## src/rtl/mod_addition.sv

```systemverilog
// rtl/mod_addition.sv - multi-cycle WIDTH-bit modular adder, result = (A + B) mod p
//
// Purpose:
//   Field-arithmetic primitive for the ECC datapath. Operands are captured on
//   the accepting edge. The sum is formed with its carry. One conditional
//   subtraction of p then reduces it.
//   Handshake: start is a level. done rises on the third edge after acceptance.
//   done then holds until start drops.
//
// Ports:
//   i_clk    in   1      rising-edge clock
//   i_rst_n  in   1      asynchronous active-low reset
//   i_start  in   1      level request, may stay high after done
//   A        in   WIDTH  addend (expected < p)
//   B        in   WIDTH  addend (expected < p)
//   p        in   WIDTH  modulus (0 means plain wrap-around at 2^WIDTH)
//   result   out  WIDTH  (A + B) mod p, valid while done = 1
//   done     out  1      completion flag
module mod_addition #(
  parameter int WIDTH = 256
) (
  input  logic             i_clk,
  input  logic             i_rst_n,
  input  logic             i_start,
  input  logic [WIDTH-1:0] A,
  input  logic [WIDTH-1:0] B,
  input  logic [WIDTH-1:0] p,
  output logic [WIDTH-1:0] result,
  output logic             done
);

  typedef enum logic [1:0] {
    S_IDLE,
    S_ADD,
    S_REDUCE,
    S_DONE
  } state_t;

  state_t           state;
  logic [WIDTH-1:0] a_r;
  logic [WIDTH-1:0] b_r;
  logic [WIDTH-1:0] p_r;
  logic [WIDTH:0]   sum_r;

  // The low WIDTH bits of (sum - p) do not depend on sum's carry bit.
  // The carry bit only takes part in the full-width compare below.
  logic [WIDTH-1:0] diff;
  logic             sum_ge_p;

  assign diff     = sum_r[WIDTH-1:0] - p_r;
  assign sum_ge_p = (sum_r >= {1'b0, p_r});

  always_ff @(posedge i_clk or negedge i_rst_n) begin
    if (!i_rst_n) begin
      state  <= S_IDLE;
      a_r    <= '0;
      b_r    <= '0;
      p_r    <= '0;
      sum_r  <= '0;
      result <= '0;
      done   <= 1'b0;
    end else begin
      case (state)
        S_IDLE: begin
          done <= 1'b0;
          if (i_start) begin
            a_r   <= A;
            b_r   <= B;
            p_r   <= p;
            state <= S_ADD;
          end
        end

        S_ADD: begin
          sum_r <= {1'b0, a_r} + {1'b0, b_r};
          state <= S_REDUCE;
        end

        S_REDUCE: begin
          result <= sum_ge_p ? diff : sum_r[WIDTH-1:0];
          state  <= S_DONE;
        end

        S_DONE: begin
          // The first cycle in DONE raises the flag. This gives a one-cycle
          // pulse even when start was dropped early. Afterwards the flag holds
          // until start is low. Holding start high never re-enters IDLE, so the
          // block cannot retrigger.
          if (!done) begin
            done <= 1'b1;
          end else if (!i_start) begin
            done  <= 1'b0;
            state <= S_IDLE;
          end
        end

        default: begin
          state <= S_IDLE;
          done  <= 1'b0;
        end
      endcase
    end
  end

endmodule

```

## config.mk

```make
export PLATFORM = sky130hd
export DESIGN_NAME = mod_addition
export DESIGN_NICKNAME = d
export VERILOG_FILES = /design/src/rtl/mod_addition.sv
export SDC_FILE = /design/constraint.sdc
export NUM_CORES = 2
export LEC_CHECK = 0
export CAP_MARGIN = 40
export CORE_MARGIN = 2
export CORE_UTILIZATION = 40
export CTS_CLUSTER_SIZE = 12
export DETAILED_ROUTE_END_ITERATION = 8
export DONT_BUFFER_PORTS = 1
export HOLD_SLACK_MARGIN = 0.1
export PLACE_DENSITY_LB_ADDON = 0.15
export SETUP_SLACK_MARGIN = 0.02
export SLEW_MARGIN = 25
export SYNTH_ARGS = -nofsm -noshare
export SYNTH_HDL_FRONTEND = slang
export SYNTH_SLANG_ARGS = --single-unit
```

## constraint.sdc

```tcl
create_clock -name i_clk -period 8.1 [get_ports i_clk]
set_input_delay 0.81 -clock i_clk [delete_from_list [all_inputs] [get_ports i_clk]]
set_output_delay 0.81 -clock i_clk [all_outputs]
set_load 0.02 [all_outputs]
```

==> metrics <==
outcome=completed; setup TNS=0 ns; final hold violation count=0; vias in the first global route=77800; Yosys reg bits=1284; clk_skew=~0.052 ns; initial antenna violation count=83; final setup vio count=0; Setup Fix Bufs, Post-CTS=0; first-pass GRT wire length=roughly 540 mm; Port Buffers=0; Post-Place Worst Slack=approximately 1.4 ns; WL/cell=roughly 28 um; synth top area cells=dfrtp_1 37%, mux2_2 13%, a21oi_1 8.2%; mean post-synth cell area=around 8.9 um2; Inserted Clock Buffers=about 150; via density per instance=~6.0; Fin Hold WS=0.138 ns; critical path data arrival time=around 7.8 ns; crit end category=flop; Worst Path Required=between 8 and 9 ns; clock sinks=between 1000 and 1500; Top FF cell, synth=dfrtp_1; PnR worst setup slack=0.989 ns; yosys warns=0; global routing usage on met1=43.8%; first drt pass iteration count=7; Nets=between 10000 and 15000; Slew HR=24.5%; Post-Syn Area=87400 um2; RSZ-0062 raised after global routing=false; core outline area=between 200000 and 250000 um2; site row count=about 170; share of cells above drive strength 1=about 14%; Top Usage Layer GRT=met2; clk_lat worst skew=between 0.8 and 0.9 ns; worst slew pin tran=~1.1 ns; Remaining DRCs=0; Die W=471 um; CTS tree=built; Routed WL=377 mm; Core Util, Final=46.9%; Worst-path clk slew=around 0.06 ns; initial core utilization=40.2%; Layout area overhead=16.6%; M3 GR Usage=7.12%; Synth Net Count=approximately 11000; post-cts resize count=0; Total GRT Usage=approximately a third; ys async rst share=100%; Overflow after GRT=0; Iteration-0 DRC Markers=7546; Max clock buf depth=3; crit path kind=reg2reg; Final period util=between 80% and 90%; chip height=~470 um; CP startpoint kind=flop; type of the tightest min-delay check=in2reg; met2 Resource Use GR=roughly half; Via Count=between 70000 and 80000; min Tclk post-route=about 7.1 ns; top-area cell type share of the netlist area=36.8%; post-synthesis sequential area ratio=between 30% and 40%; CTS root buf=clkbuf_16; FMAX=141 MHz; RePlAce Congestion=1.00; # Max-Cap Violations=0; largest net degree at the start of global routing=about 180; post-synthesis cell count=9801; number of flops mapped to enable cells by yosys=0; final HPWL from detailed placement=approximately 310 mm; DRT antenna net count=0; Netlist cell types=between 100 and 150; IO Pins=1028; Die ar.=222000 um2; Max Slew Vio Count=0; Max Fanout on Critical Path=5; leading area contributor after synthesis=dfrtp_1; Max H-tree Level=4
## layout make-up
| type | count | area, um2 |
|---|---|---|
| Antenna cell | 47 | 118 |
| Clock inverter | 61 | 838 |
| Tap cell | 2854 | 3570 |
| Inverter | 445 | 1670 |
| Multi-Input combinational cell | 7549 | 51300 |
| Sequential cell | 1284 | 32100 |
| Clock buffer | 218 | 4490 |
| Timing Repair Buffer | 764 | 7720 |
| Fill cell | 21000 | 115000 |
## cell usage in the layout (no fill, tap or decap), types with 21 or more instances in the layout
master,synthesis,routed
a21boi_0,39,38
mux2i_1,23,23
buf_4,0,79
o21ai_0,576,575
nand4_1,310,310
nor4_1,56,56
dlygate4sd3_1,0,641
inv_1,445,445
ha_1,517,515
dfrtp_1,1284,1284
or2_2,30,30
nand2b_1,33,33
diode_2,0,47
o21a_1,85,85
nor3_1,130,129
xnor2_1,306,306
nand2_1,758,757
a221oi_1,23,23
nand3_1,88,88
clkbuf_16,0,158
and4_1,21,21
o211ai_1,31,31
o21bai_1,176,176
o31ai_1,35,34
clkbuf_8,0,31
o221ai_1,23,23
a21oi_1,1430,1430
a31oi_1,64,64
a21o_1,207,207
or3_1,25,25
xor2_1,188,188
nor2_1,1037,1037
mux2_2,1015,1015
nor2b_1,35,35
o21ai_1,25,26
clkbuf_1,404,29
## synthesized netlist by cell type (84+ instances only)
library cell / instances
o21ai_0: 576
xnor2_1: 306
nand2_1: 758
xor2_1: 188
nand4_1: 310
o21a_1: 85
o21bai_1: 176
ha_1: 517
nor2_1: 1037
a21oi_1: 1430
clkbuf_1: 404
nor3_1: 130
nand3_1: 88
a21o_1: 207
inv_1: 445
dfrtp_1: 1284
mux2_2: 1015
buf_2: 84
## through the flow
| step | cells | instance area (um2) |
|---|---|---|
| detailed placement | 12200 | 89800 |
| finish | 13200 | 102000 |
| floorplan | 9801 | 87400 |
| global placement | 12200 | 89500 |
| CTS | 13200 | 102000 |
| global route | 13200 | 102000 |
## critical path: stages, from the launching register on
cell	delay (ns)
dfrtp_1	0.40
ha_1	0.38
a21o_1	0.21
a221oi_2	0.14
and3_1	0.23
o31ai_4	0.40
nand4_1	0.64
a21oi_1	0.99
o2111ai_1	0.54
a211o_1	0.56
o31ai_4	0.60
a41oi_1	0.43
o31a_1	0.45
o31a_1	0.31
o21ai_2	0.16
a21oi_1	0.11
xnor2_1	0.14
mux2_2	0.27
## flip-flops by register name, summed over array words and instances (netlist names)
register	cells
a_r	256
b_r	256
done	1
p_r	256
result	256
state	2
sum_r	257
## cell families after synthesis
logic type / count (synthesis) / synth area share [%]
flops: 1284 / 36.8
simple gates: 2603 / 13.4
compound gates: 2895 / 19.6
xor+xnor: 494 / 4.95
fa+ha+maj: 519 / 7.45
mux: 1038 / 13.3
buf+inv: 968 / 4.53
## layer usage
metal / part of all wire [%] / vias to the layer above / wire [um]
met2: 45 / 2974 / 170000
met3: 7.5 / 569 / 28200
met4: 4.2 / 30 / 15700
li1: - / 36000 / -
met1: 43 / 39200 / 163000
met5: 0.052 / - / 195
## worst paths after layout
| check | depth (start not counted) | end | from | slack (ns) |
|---|---|---|---|---|
| max | 17 | sum_r[252]$_DFFE_PN0N_ | a_r[4]$_DFFE_PN0P_ | 0.99 |
| min | 1 | p_r[87]$_DFFE_PN0P_ | p[87] | 0.14 |
| max reg2reg | 17 | sum_r[252]$_DFFE_PN0N_ | a_r[4]$_DFFE_PN0P_ | 0.99 |
| min reg2reg | 1 | p_r[206]$_DFFE_PN0P_ | p_r[206]$_DFFE_PN0P_ | 0.51 |
| max in group asynchronous | 4 | a_r[151]$_DFFE_PN0P_ | i_rst_n | 5.42 |
| min in group asynchronous | 2 | b_r[14]$_DFFE_PN0P_ | i_rst_n | 0.64 |
## what timing repair did
item | CTS | global route
endpoints found under the setup margin | 0 | 0
hold buffers | 641 | 0
hold endpoints to repair | 754 | 0
Power is not shown: default switching activity piles up to over one toggle a cycle in this logic, so the estimate is an artifact.
